$ cat src/rtl/id_scoreboard_pkg.sv
// Shared decode-stage definitions: scoreboard FSM encoding and instruction field positions.
package id_scoreboard_pkg;

  typedef enum logic [1:0] {
    StIdle   = 2'd0,
    StWaitBr = 2'd1,
    StFlush  = 2'd2
  } sb_state_e;

  localparam int unsigned RS_LSB = 21;
  localparam int unsigned RT_LSB = 16;
  localparam int unsigned RD_LSB = 11;

  localparam int unsigned FLUSH_CNT_W = 3;

endpackage

$ cat src/rtl/id_scoreboard_busy_table.sv
// Per-register busy bits with set/clear update, register 0 hard-wired clear, two read ports.
module id_scoreboard_busy_table #(
  parameter int unsigned DEPTH = 8,
  parameter int unsigned AW    = 3
) (
  input  logic             clk,
  input  logic             rst,
  input  logic             set_en,
  input  logic [AW-1:0]    set_reg,
  input  logic             clr_en,
  input  logic [AW-1:0]    clr_reg,
  input  logic [AW-1:0]    rd_a_reg,
  input  logic [AW-1:0]    rd_b_reg,
  output logic             rd_a,
  output logic             rd_b,
  output logic [DEPTH-1:0] busy_mask
);

  logic [DEPTH-1:0] busy_d, busy_q;

  // Clear applied first so a same-register set wins.
  always_comb begin
    busy_d = busy_q;
    if (clr_en) busy_d[clr_reg] = 1'b0;
    if (set_en) busy_d[set_reg] = 1'b1;
    busy_d[0] = 1'b0;
  end

  always_ff @(posedge clk or posedge rst) begin
    if (rst) busy_q <= '0;
    else     busy_q <= busy_d;
  end

  assign rd_a      = busy_q[rd_a_reg];
  assign rd_b      = busy_q[rd_b_reg];
  assign busy_mask = busy_q;

endmodule

$ cat src/rtl/id_scoreboard.sv
// Decode-stage issue controller: RAW/WAW stalls on busy registers, branch serialisation and flush.
module id_scoreboard
  import id_scoreboard_pkg::*;
#(
  parameter int unsigned REG_FILE_DEPTH = 8,
  parameter int unsigned REG_DIR_WIDTH  = 3,
  parameter int unsigned FLUSH_CYCLES   = 2
) (
  input  logic                      clk,
  input  logic                      rst,
  input  logic                      issue_valid,
  input  logic [31:0]               instr,
  input  logic                      id_regwrite,
  input  logic                      id_regdst,
  input  logic                      id_branch,
  input  logic                      wb_regwrite,
  input  logic [REG_DIR_WIDTH-1:0]  wb_reg,
  input  logic                      br_resolved,
  input  logic                      br_taken,
  output logic                      issue,
  output logic                      stall,
  output logic                      flush,
  output logic [REG_FILE_DEPTH-1:0] busy_mask
);

  localparam logic [FLUSH_CNT_W-1:0] FlushLoad = FLUSH_CNT_W'(FLUSH_CYCLES - 1);

  sb_state_e              state_q;
  logic [FLUSH_CNT_W-1:0] cnt_q;

  logic [REG_DIR_WIDTH-1:0] rs, rt, rd, dest;
  logic busy_rs, busy_rt, busy_dest, hazard, set_en;
  logic unused_instr;

  assign rs   = instr[RS_LSB +: REG_DIR_WIDTH];
  assign rt   = instr[RT_LSB +: REG_DIR_WIDTH];
  assign rd   = instr[RD_LSB +: REG_DIR_WIDTH];
  assign dest = id_regdst ? rd : rt;
  assign unused_instr = ^instr;

  id_scoreboard_busy_table #(
    .DEPTH (REG_FILE_DEPTH),
    .AW    (REG_DIR_WIDTH)
  ) u_busy_table (
    .clk       (clk),
    .rst       (rst),
    .set_en    (set_en),
    .set_reg   (dest),
    .clr_en    (wb_regwrite),
    .clr_reg   (wb_reg),
    .rd_a_reg  (rs),
    .rd_b_reg  (rt),
    .rd_a      (busy_rs),
    .rd_b      (busy_rt),
    .busy_mask (busy_mask)
  );

  // Lookups use registered bits only, so a same-cycle writeback does not bypass.
  assign busy_dest = busy_mask[dest];
  assign hazard    = busy_rs | (id_regdst & busy_rt) | (id_regwrite & busy_dest);
  assign set_en    = issue & id_regwrite & (dest != '0);

  always_comb begin
    issue = 1'b0;
    stall = 1'b0;
    flush = 1'b0;
    if (!rst) begin
      case (state_q)
        StIdle: begin
          issue = issue_valid & ~hazard;
          stall = issue_valid & hazard;
        end
        StWaitBr: stall = issue_valid;
        StFlush: begin
          flush = 1'b1;
          stall = 1'b1;
        end
        default: ;
      endcase
    end
  end

  always_ff @(posedge clk or posedge rst) begin
    if (rst) begin
      state_q <= StIdle;
      cnt_q   <= '0;
    end else begin
      case (state_q)
        StIdle: if (issue && id_branch) state_q <= StWaitBr;
        StWaitBr: begin
          if (br_resolved) begin
            if (br_taken) begin
              state_q <= StFlush;
              cnt_q   <= FlushLoad;
            end else begin
              state_q <= StIdle;
            end
          end
        end
        StFlush: begin
          if (cnt_q == '0) state_q <= StIdle;
          else             cnt_q   <= cnt_q - 1'b1;
        end
        default: state_q <= StIdle;
      endcase
    end
  end

endmodule

$ cat config.mk
export PLATFORM = sky130hd
export DESIGN_NAME = id_scoreboard
export DESIGN_NICKNAME = d
export VERILOG_FILES = /design/src/rtl/id_scoreboard_pkg.sv /design/src/rtl/id_scoreboard_busy_table.sv /design/src/rtl/id_scoreboard.sv
export SDC_FILE = /design/constraint.sdc
export NUM_CORES = 1
export LEC_CHECK = 0
export CAP_MARGIN = 20
export CORE_MARGIN = 5
export CORE_UTILIZATION = 30
export CTS_CLUSTER_DIAMETER = 40
export DETAILED_ROUTE_END_ITERATION = 16
export GPL_TIMING_DRIVEN = 0
export MAX_ROUTING_LAYER = met4
export PLACE_DENSITY_LB_ADDON = 0.05
export SKIP_CTS_REPAIR_TIMING = 1
export SLEW_MARGIN = 15
export SYNTH_ARGS = -nofsm -noshare
export SYNTH_HDL_FRONTEND = slang
export SYNTH_SLANG_ARGS = --single-unit
$ cat constraint.sdc
create_clock -name clk -period 5.2 [get_ports clk]
set_clock_uncertainty 0.15 [all_clocks]
set_input_delay 1.56 -clock clk [delete_from_list [all_inputs] [get_ports clk]]
set_output_delay 1.56 -clock clk [all_outputs]
set_load 0.02 [all_outputs]
==> results of run 1 <==
[cells in the final DEF (no fill, tap or decap), types with 2 or more instances in the layout]
| cell type | Yosys | layout |
|---|---|---|
| sky130_fd_sc_hd__nand2_1 | 9 | 9 |
| sky130_fd_sc_hd__clkbuf_4 | 0 | 4 |
| sky130_fd_sc_hd__ha_1 | 2 | 2 |
| sky130_fd_sc_hd__a221o_1 | 2 | 2 |
| sky130_fd_sc_hd__nand3_1 | 5 | 5 |
| sky130_fd_sc_hd__dfrtp_1 | 12 | 12 |
| sky130_fd_sc_hd__inv_1 | 7 | 7 |
| sky130_fd_sc_hd__mux2i_1 | 5 | 4 |
| sky130_fd_sc_hd__o21ai_1 | 7 | 7 |
| sky130_fd_sc_hd__clkdlybuf4s50_1 | 0 | 24 |
| sky130_fd_sc_hd__o31ai_4 | 0 | 2 |
| sky130_fd_sc_hd__nand2b_1 | 3 | 3 |
| sky130_fd_sc_hd__nor2b_1 | 4 | 4 |
| sky130_fd_sc_hd__buf_6 | 2 | 2 |
| sky130_fd_sc_hd__nor3b_1 | 2 | 2 |
| sky130_fd_sc_hd__o31ai_1 | 5 | 3 |
| sky130_fd_sc_hd__o21ai_0 | 8 | 8 |
| sky130_fd_sc_hd__dlymetal6s2s_1 | 0 | 4 |
| sky130_fd_sc_hd__nand4_1 | 8 | 8 |
| sky130_fd_sc_hd__mux4_2 | 2 | 2 |
| sky130_fd_sc_hd__nor2_1 | 9 | 9 |
[flip-flops by register name (all words and copies together) (netlist names)]
register and cells:
cnt_q 3, u_busy_table.busy_mask 7, state_q 2
[layout make-up]
class	count	area (um^2)	share of cell area [%]
multi-input cells	92	682	47.8
flip-flops and latches	12	300	21.1
repair buffers	28	290	20.4
well taps	46	57.6	4.04
plain buffers	5	42.5	2.99
inverters	8	30.0	2.11
clock buffers	3	22.5	1.58
[power groups by stage]
stage	Sequential, mW	Clock [mW]	Combinational (mW)
after floorplan	0.150	0	0.109
after global placement	0.149	0	0.187
after detailed placement	0.149	0	0.190
after CTS	0.148	0.0572	0.191
after global routing	0.151	0.0622	0.216
final	0.147	0.0560	0.194
[worst max path at each step]
stage	startpoint	endpoint	slack [ns]	cells past startpoint
6_report	instr[17]	stall	0.11	7
5_1_grt	instr[12]	issue	0.01	7
4_1_cts	instr[22]	issue	-0.41	8
3_5_place_dp	instr[22]	issue	-0.40	8
3_3_place_gp	instr[18]	stall	-0.42	7
2_1_floorplan	instr[16]	issue	0.62	5
[through the flow]
step                      util [%]  power (mW)  TNS (ns)  std cells  setup WS (ns)
after global placement        40.8       0.336    -0.823        191         -0.417
after detailed placement      40.8       0.339    -0.797        191         -0.405
after CTS                     41.5       0.396    -0.807        194         -0.406
after floorplan                  -       0.259         0        117          0.621
final                         43.0       0.397         0        194          0.113
after global routing          43.0       0.429         0        194        0.00960
[per-layer routing]
layer	up-vias	GRT usage [%]	wire length, um
li1	501	-	-
met1	472	19.9	1470
met2	31	20.7	1240
met3	2	3.45	199
met4	0	2.73	8
met5	-	-	0
[critical path: stages]
cell and delay [ns]:
sky130_fd_sc_hd__clkdlybuf4s50_1 0.60, sky130_fd_sc_hd__inv_1 0.19, sky130_fd_sc_hd__o31ai_4 0.29, sky130_fd_sc_hd__a221o_1 0.27
sky130_fd_sc_hd__o211ai_2 0.09, sky130_fd_sc_hd__a21o_1 0.18, sky130_fd_sc_hd__dlymetal6s2s_1 0.20
[kinds of logic (layout without fill, tap and decap cells)]
group | count (synthesis) | in the layout
flip-flops | 12 | 12
AND/OR/NAND/NOR | 48 | 48
multiplexers | 9 | 9
buffers and inverters | 13 | 44
adder cells (fa/ha/maj) | 2 | 2
other | 1 | 1
AO/OA/AOI/OAI | 32 | 32
==> flow_metrics.tcl, run 1 <==
set metrics [dict create \
    fp.dieArea_um2 4640 \
    portBuffers 28 \
    max-vdd-ir-drop_mv 0.122 \
    width_of_the_chip_um 68.1 \
    synth_mux_area_share_pct 11.6 \
    drt-wirelength-per-cell_um 15.1 \
    post_synth_and_or_nand_nor_area_fraction_pct 26.0 \
    finalSetupViolCount 0 \
    worst_r2r_path_depth 6 \
    drt-pass1-iter-count 5 \
    critical_path_class "input port to output port" \
    clk_pin_slew_worst_paths_ns 0.07 \
    synth-edff-count 0 \
    detail_route.wirelength_mm 2.92 \
    synth_area_leader_cell "sky130_fd_sc_hd__dfrtp_1" \
    dpl.hpwl_mm 2.27 \
    synth.net_count 163 \
    synth_most_common_cell "sky130_fd_sc_hd__dfrtp_1" \
    yosys.area.top_type_share_pct 29.6 \
    synth_fa_ha_area_share_pct 2.47 \
    netlist_top_cells_count "sky130_fd_sc_hd__dfrtp_1, sky130_fd_sc_hd__nand2_1, sky130_fd_sc_hd__nor2_1, sky130_fd_sc_hd__nand4_1, sky130_fd_sc_hd__o21ai_0" \
    drv_slew 0 \
    synth_top_flop_cell "sky130_fd_sc_hd__dfrtp_1" \
    final_design_area_no_fill_um2 1430 \
    final.min_clock_period_ns 5.09 \
    worstMarginPinSlew_ns 0.792 \
    holdPathEnd "cnt_q[2]" \
    placement.cell_area_um2 1350 \
    num_rows 21 \
    synth_area_per_cell_um2 8.66 \
    flow.area_growth_from_synthesis_pct 40.6 \
    pwr_density_cell_nw_per_um2 278 \
    worst-endpoint-required_ns 3.49 \
    fillerInstances 338 \
    asyncSetResetFlopFracSynth_pct 100 \
    synth-warning-count 0 \
    antenna_found_initial 0 \
    grt_pass1_vias 1037 \
    route.detailed.drc 0 \
    maximum_number_of_pins_on_one_net_before_global_route_repair 14 \
    yosysSeqAreaShare_pct 29.6 \
    synth_area_in_compound_gates_pct 23.0 \
    capturing_element_type_of_the_critical_path "output port" \
    finalHoldViolations 0 \
    max-slew-margin-rel_pct 47.1 \
    fraction_of_power_consumed_by_combinational_cells_pct 48.8 \
    status "completed" \
    switchingPower_mw 0.160 \
    count_of_nets_left_with_antenna_violations_after_detail_routing 0 \
    max_cap_violations 0 \
    crit_fanout 6 \
    count_of_clock_tree_sinks 12 \
    area_of_the_core_um2 3310 \
    worst_hold_slack_ns 0.344 \
    seq_power_share_pct 37.1 \
    timing.rr.end "u_busy_table.busy_mask[6]" \
    vias 1006 \
    grt_pass1_wl_mm 4.91 \
    synthesis.area_um2 1010 \
    grt_util_all_layers_pct 14.2 \
    antennaDiodeCount 0 \
    worstHoldPathCells 1 \
    clock.fmax_ghz 0.197 \
    syn-instance-count 117 \
    drive_gt1_share_pct 13.5 \
    critPathLaunchType "input port" \
    clock_path_buffers 2 \
    h-tree-depth 1 \
    nets 196 \
    power_leakage_nw 0.611 \
    grt_setup_unrepaired "false" \
    post_drt_via_cell_ratio 5.19 \
    synth-xor-area-share_pct 0 \
    critical_path_arrival_ns 3.38 \
    clockRootBuffer "sky130_fd_sc_hd__clkbuf_4" \
    clock_power_share_pct 14.1 \
    drt_iter0_markers 42 \
    p_int_mw 0.237 \
    place_congestion 0.842 \
    final.period_utilization_pct 97.8 \
    cts_tree "done" \
    cts_buffers 3 \
    ys_top_cells_by_area "sky130_fd_sc_hd__dfrtp_1, sky130_fd_sc_hd__mux2i_1, sky130_fd_sc_hd__nand4_1" \
    global_route.overflow_total 0 \
    setup.reg_to_reg.worst_slack_ns 3.26 \
    ios 55 \
    critical_path.reg2reg.startpoint "u_busy_table.busy_mask[1]" \
    timing.hold.worst.start "cnt_q[2]" \
    die_h_um 68.1 \
    start_util_pct 30.6 \
    clk-insertion-delay-late_ns 0.27 \
    main_combinational_cell_family_by_area_after_synthesis "simple AND/OR/NAND/NOR gates" \
    p_sw_share_pct 40.3 \
    flip_flop_and_latch_count_after_synthesis 12 \
    yosysUniqueCellTypes 40 \
    min_path_type "flop to flop" \
]
(Power assumes the default switching activity.)
==> inputs of run 2 (changes only) <==
--- a/config.mk
+++ b/config.mk
@@ -13,6 +13,7 @@
 export GPL_TIMING_DRIVEN = 0
 export MAX_ROUTING_LAYER = met4
 export PLACE_DENSITY_LB_ADDON = 0.05
+export REMOVE_ABC_BUFFERS = 1
 export SKIP_CTS_REPAIR_TIMING = 1
 export SLEW_MARGIN = 15
 export SYNTH_ARGS = -nofsm -noshare
==> run 2 against run 1 <==
Die area is the same; first-iteration DRC count grew 45%; wire length grew 0.58%; via count grew 1.7%; clock power grew 31%; fmax shrank 0.57%; critical endpoint unchanged; largest cell class unchanged.
==> flow_metrics.tcl, run 2 (synthesis gave the netlist of run 1 again) <==
set metrics [dict create \
    status "completed" \
    finalSetupViolCount 0 \
    clock.fmax_ghz 0.195 \
    worst-endpoint-required_ns 3.49 \
    global_route.overflow_total 0 \
    setup.reg_to_reg.worst_slack_ns 3.26 \
    met3RoutedLength_um 145 \
    pre_cts_ws_ns -0.743 \
    cts_buffers 3 \
    area_of_the_core_um2 3310 \
    fp.dieArea_um2 4640 \
    layout_commonest_cell "sky130_fd_sc_hd__clkdlybuf4s50_1" \
    clk-insertion-delay-late_ns 0.27 \
    fraction_of_power_consumed_by_combinational_cells_pct 46.5 \
    worstHoldPathCells 1 \
    drive_gt1_share_pct 13.6 \
    antennaDiodeCount 0 \
    flow.area_growth_from_synthesis_pct 39.3 \
    pwr_density_cell_nw_per_um2 292 \
    dpl.hpwl_mm 2.32 \
    width_of_the_chip_um 68.1 \
    max-slew-margin-rel_pct 48.8 \
    grt_setup_unrepaired "false" \
    final.period_utilization_pct 98.4 \
    critPathLaunchType "input port" \
    mostFrequentLayoutCells "sky130_fd_sc_hd__clkdlybuf4s50_1, sky130_fd_sc_hd__dfrtp_1, sky130_fd_sc_hd__nand2_1, sky130_fd_sc_hd__nor2_1" \
    count_of_clock_tree_sinks 12 \
    critical_path_class "input port to output port" \
    power_leakage_nw 0.616 \
    capturing_element_type_of_the_critical_path "output port" \
    largest_register_ffs 7 \
    post-route-worst-setup-slack_ns 0.0841 \
    ios 55 \
    grt_util_all_layers_pct 13.7 \
    post_drt_via_cell_ratio 5.30 \
    critical_path.reg2reg.startpoint "u_busy_table.busy_mask[1]" \
    drv_slew 0 \
    p_sw_share_pct 39.3 \
    nets 194 \
    antenna_found_initial 0 \
    detail_route.wirelength_mm 2.94 \
    dp.cells 188 \
    route.detailed.drc 0 \
    worst_r2r_path_depth 6 \
    holdPathEnd "cnt_q[2]" \
    clockRootBuffer "sky130_fd_sc_hd__clkbuf_4" \
    min_path_type "flop to flop" \
    worstMarginPinSlew_ns 0.767 \
    clock_path_buffers 2 \
    clock_power_share_pct 17.8 \
    drt_iter0_markers 61 \
    finalHoldViolations 0 \
    drt-wirelength-per-cell_um 15.2 \
    grt_pass1_wl_mm 4.64 \
    topRoutingLayerUsed "met4" \
    switchingPower_mw 0.162 \
    start_util_pct 30.6 \
    count_of_nets_left_with_antenna_violations_after_detail_routing 0 \
    clk_pin_slew_worst_paths_ns 0.08 \
    grt_pass1_vias 952 \
    vias 1023 \
    cts_tree "done" \
    critical_path_arrival_ns 3.41 \
    timing.rr.end "u_busy_table.busy_mask[7]" \
    num_rows 21 \
    drt-met1-wl_mm 1.43 \
    portBuffers 30 \
    drt-pass1-iter-count 4 \
    seq_power_share_pct 35.6 \
    max_cap_violations 0 \
    crit_fanout 6 \
    h-tree-depth 1 \
    fillerInstances 352 \
    post_layout_nonfiller_instances 193 \
    max-vdd-ir-drop_mv 0.158 \
    place_congestion 0.859 \
    timing.hold.worst.start "cnt_q[2]" \
    wl_met2_mm 1.35 \
    maximum_number_of_pins_on_one_net_before_global_route_repair 19 \
    final_util_pct 42.6 \
    final.min_clock_period_ns 5.12 \
    die_h_um 68.1 \
    p_int_mw 0.251 \
]
run 2: changes by cell type in the layout (fill, tap and decap cells not counted):
cell / delta
sky130_fd_sc_hd__o31ai_2: +1
sky130_fd_sc_hd__clkbuf_2: +2
sky130_fd_sc_hd__buf_6: -2
sky130_fd_sc_hd__clkbuf_4: -1
sky130_fd_sc_hd__o21a_2: +1
sky130_fd_sc_hd__clkbuf_8: +1
sky130_fd_sc_hd__o21a_1: -1
sky130_fd_sc_hd__dlymetal6s2s_1: +2
sky130_fd_sc_hd__clkdlybuf4s50_1: -2
sky130_fd_sc_hd__o31ai_4: -1
sky130_fd_sc_hd__buf_2: -1
run 2: power by group through the flow:
stage	clock network, mW	logic, mW	registers, mW
3_5_place_dp	0	0.189	0.149
5_1_grt	0.0788	0.214	0.151
3_3_place_gp	0	0.185	0.148
4_1_cts	0.0762	0.189	0.147
6_report	0.0736	0.192	0.147
2_1_floorplan	0	0.103	0.150
run 2: critical path, cell delays in order:
cell and delay (ns):
sky130_fd_sc_hd__clkdlybuf4s50_1 0.52, sky130_fd_sc_hd__or4b_1 0.50, sky130_fd_sc_hd__nand3_1 0.10, sky130_fd_sc_hd__a221o_1 0.22
sky130_fd_sc_hd__o211ai_2 0.11, sky130_fd_sc_hd__a21o_1 0.18, sky130_fd_sc_hd__dlymetal6s2s_1 0.20
run 2: how the worst max path moves through the flow:
stage / startpoint / slack, ns / cells past startpoint / to
after floorplan: instr[22] / 0.63 / 5 / issue
after global placement: id_regdst / -0.72 / 7 / stall
after detailed placement: id_regdst / -0.74 / 7 / stall
after CTS: id_regdst / -0.75 / 7 / stall
after global routing: instr[12] / 0.02 / 7 / stall
final: instr[12] / 0.08 / 7 / stall
run 2: area by class of cell:
| type | count | area [um^2] | share of cell area [%] |
|---|---|---|---|
| clock buffer | 4 | 36.3 | 2.57 |
| tap | 46 | 57.6 | 4.08 |
| multi-input combinational | 92 | 674 | 47.8 |
| timing repair buffer | 31 | 313 | 22.2 |
| sequential | 12 | 300 | 21.3 |
| inverter | 8 | 30.0 | 2.13 |
run 2: metrics by stage:
step | TNS [ns] | area (um^2) | hold WS (ns) | power (mW)
after floorplan | 0 | 973 | 0.296 | 0.253
after global placement | -1.39 | 1330 | 0.314 | 0.333
after detailed placement | -1.44 | 1330 | 0.326 | 0.338
after CTS | -1.46 | 1370 | 0.345 | 0.412
after global routing | 0 | 1410 | 0.353 | 0.444
final | 0 | 1410 | 0.336 | 0.412
run 2: per-layer routing:
layer | vias up | track usage [%]
met5 | - | -
met4 | 0 | 3.72
met3 | 2 | 2.30
met2 | 28 | 20.7
met1 | 491 | 19.0
li1 | 502 | -
